--- src/rtl/fir_tap_pkg.sv ---
// Shared constants and types for the FIR filter and its coefficient loader.
package fir_tap_pkg;

    localparam int NUM_TAPS = 51;
    localparam int TAP_W    = 16;
    localparam int ADDR_W   = 6;

    typedef enum logic [1:0] {
        IDLE,
        LOAD,
        CLEAR,
        DONE
    } state_t;

    typedef logic signed [TAP_W-1:0] tap_t;
    typedef logic [ADDR_W-1:0]       tap_addr_t;

endpackage

--- src/rtl/fir_tap_loader.sv ---
// Writes FIR taps from a valid/ready coefficient stream, or zeroes them all.
// Optional FIR_TAP_CHECKSUM_EN adds a modular sum of the written coefficients.
module fir_tap_loader #(
    parameter int NUM_TAPS = fir_tap_pkg::NUM_TAPS,
    parameter int TAP_W    = fir_tap_pkg::TAP_W,
    parameter int ADDR_W   = fir_tap_pkg::ADDR_W
) (
    input  logic              i_clk,
    input  logic              i_rst,
    input  logic              i_load_start,
    input  logic              i_clear_start,
    input  logic              i_coef_valid,
    input  logic [TAP_W-1:0]  i_coef_data,
    output logic              o_coef_ready,
    input  logic              i_fir_en_req,
    output logic              o_fir_en,
    output logic              o_tap_wr_en,
    output logic [ADDR_W-1:0] o_tap_wr_addr,
    output logic [TAP_W-1:0]  o_tap_wr_data,
    output logic              o_busy,
    output logic              o_done,
    output logic              o_err,
    output logic [TAP_W-1:0]  o_checksum
);
    import fir_tap_pkg::*;

    localparam logic [ADDR_W-1:0] LAST = ADDR_W'(NUM_TAPS - 1);

    state_t            state;
    state_t            state_n;
    logic [ADDR_W-1:0] count;
    logic              wr;
    logic              last;
    logic              start;
    logic [TAP_W-1:0]  wr_data;

    assign last    = (count == LAST);
    assign start   = i_load_start | i_clear_start;
    assign wr      = ((state == LOAD) && i_coef_valid) || (state == CLEAR);
    assign wr_data = (state == LOAD) ? i_coef_data : '0;

    always_ff @(posedge i_clk) begin
        if (i_rst) begin
            state <= IDLE;
        end else begin
            state <= state_n;
        end
    end

    always_comb begin
        state_n = state;
        case (state)
            IDLE:    if (i_clear_start) state_n = CLEAR;
                     else if (i_load_start) state_n = LOAD;
            LOAD:    if (i_coef_valid && last) state_n = DONE;
            CLEAR:   if (last) state_n = DONE;
            DONE:    state_n = IDLE;
            default: state_n = IDLE;
        endcase
    end

    always_comb begin
        o_coef_ready = (state == LOAD);
        o_busy       = (state != IDLE);
        o_fir_en     = i_fir_en_req && (state == IDLE);
    end

    // Counter sits at 0 while idle, so every sequence starts from tap 0.
    always_ff @(posedge i_clk) begin
        if (i_rst) begin
            count         <= '0;
            o_tap_wr_en   <= 1'b0;
            o_tap_wr_addr <= '0;
            o_tap_wr_data <= '0;
            o_done        <= 1'b0;
            o_err         <= 1'b0;
        end else begin
            o_tap_wr_en <= wr;
            o_done      <= wr && last;
            o_err       <= (state != IDLE) && start;
            if (wr) begin
                o_tap_wr_addr <= count;
                o_tap_wr_data <= wr_data;
            end
            if (state == IDLE) begin
                count <= '0;
            end else if (wr && !last) begin
                count <= count + 1'b1;
            end
        end
    end

`ifdef FIR_TAP_CHECKSUM_EN
    logic [TAP_W-1:0] sum_q;

    // Accumulates alongside the write register so the final sum lines up with o_done.
    always_ff @(posedge i_clk) begin
        if (i_rst) begin
            sum_q <= '0;
        end else if ((state == IDLE) && start) begin
            sum_q <= '0;
        end else if (wr) begin
            sum_q <= sum_q + wr_data;
        end
    end

    assign o_checksum = sum_q;
`else
    assign o_checksum = '0;
`endif

endmodule

--- config.mk ---
export PLATFORM = sky130hd
export DESIGN_NAME = fir_tap_loader
export DESIGN_NICKNAME = d
export VERILOG_FILES = /design/src/rtl/fir_tap_pkg.sv /design/src/rtl/fir_tap_loader.sv
export SDC_FILE = /design/constraint.sdc
export NUM_CORES = 1
export LEC_CHECK = 0
export CORE_ASPECT_RATIO = 0.5
export CORE_MARGIN = 2
export CORE_UTILIZATION = 42
export CTS_BUF_LIST = sky130_fd_sc_hd__clkbuf_4 sky130_fd_sc_hd__clkbuf_8
export DETAILED_ROUTE_END_ITERATION = 10
export GPL_ROUTABILITY_DRIVEN = 0
export PLACE_DENSITY = 0.94
export SYNTH_ARGS = -nofsm -noshare
export SYNTH_HDL_FRONTEND = slang
export SYNTH_SLANG_ARGS = --single-unit
--- constraint.sdc ---
create_clock -name i_clk -period 1.86 [get_ports i_clk]
set_clock_uncertainty 0.05 [all_clocks]
set_input_delay 0.186 -clock i_clk [delete_from_list [all_inputs] [get_ports i_clk]]
set_output_delay 0.186 -clock i_clk [all_outputs]
set_load 0.05 [all_outputs]
==> metrics.json, run 1 <==
{
  "clock_network": {
    "cts_buffer_depth": 2,
    "htree_levels": 2,
    "post_cts_hold_buffer_count": 0,
    "clk-insertion-delay-late_ns": 0.28,
    "clkSlewWorstSetupHoldPaths_ns": 0.07,
    "cts.sink_count": 33,
    "tritoncts.num_buffers": 5,
    "clock-root-buffer": "clkbuf_8",
    "tritoncts": "built"
  },
  "synthesis": {
    "synth_async_sr_flop_share_pct": 0,
    "avgSynthCellArea_um2": 9.82,
    "syn-instance-count": 141,
    "ys_types": 29,
    "yosysWarningCount": 0,
    "synth-edff-count": 0,
    "mappedNetlistArea_mm2": 0.00139,
    "synthTopCellsByArea": "dfxtp_1 (48%), a22o_1 (10%), buf_4 (8.7%), ha_1 (4.5%), nand2_1 (3.8%)",
    "seq_area_frac_synth_pct": 47.7,
    "synth_ff_type": "dfxtp_1",
    "area_share_of_the_largest_cell_type_after_synthesis_pct": 47.7,
    "ys_top_cells_by_count": "dfxtp_1 (33), a22o_1 (16), buf_4 (16)",
    "synth_most_common_cell": "dfxtp_1",
    "synth_area_leader_cell": "dfxtp_1",
    "ys_seq_elements": 33
  },
  "flow_run": {
    "max_cap_viol_count": 0
  },
  "hold_path": {
    "worstHoldStart": "o_tap_wr_addr[3]",
    "hold_class": "flop to flop"
  },
  "sta": {
    "rsz0062_at_grt": "no",
    "final_min_period_over_clock_period_pct": 90.1,
    "worst_slack_ns": 0.183,
    "finalHoldWorstSlack_ns": 0.403,
    "report.final.setup_viol": 0,
    "report.final.hold_viol_count": 0,
    "fin_tns_setup_ns": 0,
    "max_transition_margin_pct": 60.2,
    "post-route-min-period_ns": 1.68,
    "clock.fmax_ghz": 0.596,
    "timing_worst_slew_pin_value_ns": 0.596,
    "slew_violations": 0
  },
  "power": {
    "clockPowerShare_pct": 20.1,
    "power_switching_mw": 1.06,
    "share_comb_of_total_power_pct": 47.3,
    "seqPwrFrac_pct": 32.6,
    "cellLeakagePower_nw": 0.793,
    "power.switching_fraction_pct": 41.3,
    "peakVddDrop_mv": 0.739,
    "pwr_density_cell_mw_per_mm2": 1290,
    "internal_power_mw": 1.51,
    "total_power_mw": 2.57
  },
  "global_routing": {
    "wire_length_of_the_first_global_routing_pass_um": 4830,
    "grt_antenna_before_repair": 0,
    "number_of_global_route_vias_before_repair": 1055,
    "grt_start_max_net_pins": 17,
    "grtUsageTotal_pct": 16.5,
    "grt_remaining_overflow": 0
  },
  "place": {
    "placement_stage_worst_setup_slack_ns": -0.102,
    "io_buffer_count": 49,
    "post-dp-hpwl_um": 2210,
    "placedInstanceArea_mm2": 0.00190
  },
  "critical_path": {
    "setup.worst_path.end_class": "flop",
    "path_class": "flop to flop",
    "worst_r2r_startpoint": "state[0]",
    "cp_slowest_cell": "nor2_2",
    "crit_arrival_ns": 1.84,
    "launching_element_type_of_the_critical_path": "flop",
    "critical_path.cell_chain": "inv_1 > ha_1 > a21o_1 > nor2_2 > a22o_1",
    "critPathLaunch": "state[0]",
    "crit_path_max_incr_delay_ns": 0.47,
    "crit_path_max_fo": 16,
    "cp.required_ns": 2.03
  },
  "detailed_routing": {
    "detailroute.via_count": 1139,
    "post-route-drc-count": 0,
    "avgViaCountPerCell": 4.79,
    "totalWireLength_um": 2950,
    "remaining_number_of_nets_flagged_by_the_antenna_check_after_routing": 0,
    "drt_pre_antenna_iters": 4,
    "number_of_design_rule_violations_left_by_the_first_detailed_router_iteration": 23,
    "route.detailed.wl_per_inst_um": 12.4
  },
  "outcome": {
    "result_of_the_run": "finished clean"
  },
  "floorplan": {
    "chipHeight_um": 44.6,
    "rows": 14,
    "ios": 66,
    "floorplan.die_area_mm2": 0.00380,
    "initial_utilization_pct": 45.2,
    "die_width_um": 85.2,
    "core_region_area_mm2": 0.00307
  },
  "final_layout": {
    "area_growth_pct": 43.7,
    "finalInstanceArea_mm2": 0.00199,
    "antenna_diode_count": 0,
    "layout.nets": 224,
    "proportion_of_layout_cells_with_a_drive_suffix_above_1_pct": 12.1
  }
}
kinds of logic after synthesis:
family                     count (synthesis)  synth area share, %
muxes                                      1                0.723
buffers and inverters                     26                 11.7
DFF                                       33                 47.7
adders and majority gates                  5                 4.52
AOI/OAI and AO/OA                         33                 19.2
xor gates and xnor gates                   4                 2.53
and+or+nand+nor                           38                 13.4
other                                      1                0.271
final timing paths:
path	to	depth (start not counted)	slack, ns
worst max register to register	o_tap_wr_data[15]	5	0.18
worst min-delay path	o_tap_wr_addr[3]	2	0.40
worst max-delay path	o_tap_wr_data[15]	5	0.18
worst min register to register	o_tap_wr_addr[3]	2	0.40
per-stage QoR:
step	cells	util, %
CTS	238	64.9
global route	238	64.9
floorplan	156	-
global placement	230	62.0
finish	238	64.9
detailed placement	230	62.0
critical path, delay by kind of cell (launching register included):
kind | cells | cell delay, ns
buffers and inverters | 1 | 0.09
AOI/OAI and AO/OA | 2 | 0.42
and+or+nand+nor | 1 | 0.47
adders and majority gates | 1 | 0.22
DFF | 1 | 0.37
placed cells by master, fill, tap and decap left out, types with 2 or more instances in the layout:
| cell type | netlist | layout |
|---|---|---|
| clkdlybuf4s50_1 | 0 | 46 |
| dfxtp_1 | 33 | 33 |
| a22o_1 | 16 | 16 |
| conb_1 | 1 | 16 |
| nand2_1 | 14 | 14 |
| nor2_1 | 13 | 12 |
| a21oi_1 | 8 | 8 |
| buf_4 | 16 | 7 |
| inv_1 | 5 | 5 |
| ha_1 | 5 | 5 |
| clkbuf_8 | 0 | 5 |
| xor2_1 | 3 | 3 |
| a211oi_1 | 3 | 3 |
| a21oi_2 | 2 | 2 |
| and3_1 | 2 | 2 |
| nand4_1 | 2 | 2 |
| clkinv_2 | 0 | 2 |
| buf_12 | 0 | 2 |
flip-flops by register name (all words and copies together) (netlist names):
signal and flops:
state 2, count 6, o_tap_wr_data 16, o_err 1, o_done 1, o_tap_wr_en 1, o_tap_wr_addr 6
per-layer routing:
| metal | up-vias | global-route usage (%) | share of wire [%] |
|---|---|---|---|
| met2 | 46 | 27.5 | 48 |
| met1 | 522 | 19.9 | 44 |
| met4 | 0 | 6.98 | 0.98 |
| met5 | - | 0 | 0 |
| li1 | 567 | - | - |
| met3 | 4 | 5.78 | 6.7 |
layout make-up:
| class | count | area (um2) |
|---|---|---|
| repair buffers | 55 | 553 |
| clock inverters | 2 | 10.0 |
| multi-input cells | 97 | 622 |
| clock buffers | 6 | 76.3 |
| flip-flops and latches | 33 | 661 |
| inverters | 5 | 18.8 |
| well taps | 40 | 50.0 |
| fillers | 215 | 1070 |
power by group through the flow:
stage,sequential [mW],combinational (mW),clock (mW)
2_1_floorplan,1.03,0.653,0
3_3_place_gp,0.849,1.18,0
3_5_place_dp,0.853,1.21,0
4_1_cts,0.838,1.22,0.525
5_1_grt,0.847,1.30,0.561
6_report,0.838,1.21,0.515
timing repair:
action,in CTS,in global routing
endpoints found under the hold margin,0,0
buffers inserted,0,0
endpoints found under the setup margin,16,0
resized for setup,1,0
(Power assumes the default switching activity.)
==> run 2: changes to the inputs <==
--- a/config.mk
+++ b/config.mk
@@ -11,6 +11,7 @@
 export CTS_BUF_LIST = sky130_fd_sc_hd__clkbuf_4 sky130_fd_sc_hd__clkbuf_8
 export DETAILED_ROUTE_END_ITERATION = 10
 export GPL_ROUTABILITY_DRIVEN = 0
+export GPL_TIMING_DRIVEN = 0
 export PLACE_DENSITY = 0.94
 export SYNTH_ARGS = -nofsm -noshare
 export SYNTH_HDL_FRONTEND = slang
==> run 2 against run 1 <==
Final cell count grew 6.3%. Sequential power is essentially flat. Worst setup slack lost 0.11 ns. Power shrank 0.41%. Fmax shrank 6.3%. Critical path depth shrank 2. Wire length grew 2.7%. Sequential share of layout area shrank 1.5 points. First-iteration DRC count grew 61%. Final area grew 4.6%. Worst hold slack gained 0.0045 ns. Highest routed layer unchanged.
==> metrics.json, run 2 (synthesis results as in run 1) <==
{
  "sta": {
    "slew_violations": 0,
    "fin_tns_setup_ns": 0,
    "post-route-min-period_ns": 1.79,
    "timing_worst_slew_pin_value_ns": 0.514,
    "rsz0062_at_grt": "no",
    "clock.fmax_ghz": 0.559,
    "final_min_period_over_clock_period_pct": 96.3,
    "worst_slack_ns": 0.0697,
    "max_transition_margin_pct": 65.6,
    "report.final.setup_viol": 0,
    "report.final.hold_viol_count": 0
  },
  "final_layout": {
    "area_growth_pct": 50.3,
    "max_flop_register": "o_tap_wr_data",
    "most-common-layout-cells": "clkdlybuf4s50_1 (46), dfxtp_1 (33), a22o_1 (16), buf_4 (16), conb_1 (16)",
    "final_cell_count_no_fill": 253,
    "fillers": 225,
    "antenna_diode_count": 0,
    "largest_register_ffs": 16,
    "proportion_of_layout_cells_with_a_drive_suffix_above_1_pct": 16.9,
    "leading_cell_type_in_the_layout_fill_and_taps_excluded": "clkdlybuf4s50_1",
    "layout.nets": 239,
    "biggestRegsByFlops": "o_tap_wr_data (16), count (6), o_tap_wr_addr (6)"
  },
  "critical_path": {
    "crit_arrival_ns": 1.55,
    "crit_path_max_fo": 6,
    "cp.required_ns": 1.62,
    "launching_element_type_of_the_critical_path": "flop",
    "path_class": "flop to primary output",
    "setup.worst_path.end_class": "primary output",
    "critPathLaunch": "state[1]",
    "worst_r2r_startpoint": "state[1]"
  },
  "clock_network": {
    "cts_buffer_depth": 2,
    "clock-root-buffer": "clkbuf_8",
    "htree_levels": 2,
    "tritoncts": "built",
    "tritoncts.num_buffers": 5,
    "post_cts_hold_buffer_count": 0,
    "clk-insertion-delay-late_ns": 0.28,
    "clkSlewWorstSetupHoldPaths_ns": 0.07,
    "cts.sink_count": 33
  },
  "floorplan": {
    "chipHeight_um": 44.6,
    "initial_utilization_pct": 45.2,
    "rows": 14,
    "floorplan.die_area_mm2": 0.00380,
    "die_width_um": 85.2,
    "core_region_area_mm2": 0.00307,
    "ios": 66
  },
  "global_routing": {
    "grt_remaining_overflow": 0,
    "grt_antenna_before_repair": 0,
    "number_of_global_route_vias_before_repair": 1124,
    "wire_length_of_the_first_global_routing_pass_um": 4940,
    "gr-usage-met2_pct": 29.5,
    "groute.layer.met3.usage_pct": 5.78,
    "grt_start_max_net_pins": 11,
    "grtUsageTotal_pct": 16.7,
    "grt_use_met1_pct": 19.1,
    "gr-max-usage-layer": "met2"
  },
  "detailed_routing": {
    "detailroute.via_count": 1179,
    "number_of_design_rule_violations_left_by_the_first_detailed_router_iteration": 37,
    "avgViaCountPerCell": 4.66,
    "totalWireLength_um": 3030,
    "post-route-drc-count": 0,
    "route.detailed.wl_per_inst_um": 12.0,
    "remaining_number_of_nets_flagged_by_the_antenna_check_after_routing": 0,
    "drt_pre_antenna_iters": 4
  },
  "power": {
    "peakVddDrop_mv": 0.643,
    "cellLeakagePower_nw": 0.866,
    "pwr_density_cell_mw_per_mm2": 1230
  },
  "place": {
    "io_buffer_count": 49,
    "post-dp-hpwl_um": 2240,
    "placement_stage_worst_setup_slack_ns": 0.0103,
    "numPlacedInstances": 245
  },
  "flow_run": {
    "max_cap_viol_count": 0
  },
  "hold_path": {
    "worstHoldStart": "o_tap_wr_addr[4]",
    "hold_class": "flop to flop"
  },
  "outcome": {
    "result_of_the_run": "finished clean"
  }
}
-- run 2: cell count changes in the layout (fill, tap and decap cells not counted), sizes merged --
cell,before,now
clkbuf,6,11
clkinv,2,1
clkdlybuf4s15,0,1
buf,9,19
-- run 2: layout make-up --
class                   count  area, um2  area share [%]
repair buffers             49        480            23.1
inverters                   5       18.8           0.901
clock buffers               7       96.3            4.63
well taps                  40       50.0            2.40
plain buffers              21        143            6.85
clock inverters             1       5.00           0.240
multi-input cells          97        628            30.2
flip-flops and latches     33        661            31.7
-- run 2: path summary, 6_finish.rpt --
check,end,slack [ns],depth (start not counted)
max,o_coef_ready,0.07,3
min,o_tap_wr_addr[4],0.41,2
max reg2reg,o_tap_wr_data[12],0.18,6
min reg2reg,o_tap_wr_addr[4],0.41,2
-- run 2: metal layers --
layer	part of all wire [%]	wire, um	up-vias
li1	-	-	598
met1	43	1310	535
met2	49	1490	44
met3	7.1	215	2
met4	0.56	17	0
met5	0	0	-
-- run 2: timing repair --
item | in CTS | in global routing
endpoints found under the setup margin | 3 | 13
setup buffers | 0 | 0
gates resized for setup | 5 | 5
-- run 2: worst max-delay path, cell delays in order, from the launching register on --
cell and delay [ns]:
dfxtp_1 0.33, inv_1 0.11, ha_1 0.29, clkdlybuf4s15_1 0.54
-- run 2: through the flow --
| step | instance area [um2] | utilization (%) | hold slack (ns) | total power [mW] |
|---|---|---|---|---|
| final | 2080 | 67.9 | 0.408 | 2.56 |
| after detailed placement | 1980 | 64.7 | 0.401 | 2.00 |
| after floorplan | 1440 | - | 0.262 | 1.68 |
| after CTS | 2080 | 67.9 | 0.410 | 2.56 |
| after global placement | 1980 | 64.7 | 0.393 | 1.97 |
| after global routing | 2080 | 67.9 | 0.431 | 2.69 |
-- run 2: power breakdown --
part	total (mW)	internal [mW]	switching, mW
combinational	1.13	0.380	0.754
clock	0.585	0.334	0.251
sequential	0.837	0.789	0.0476
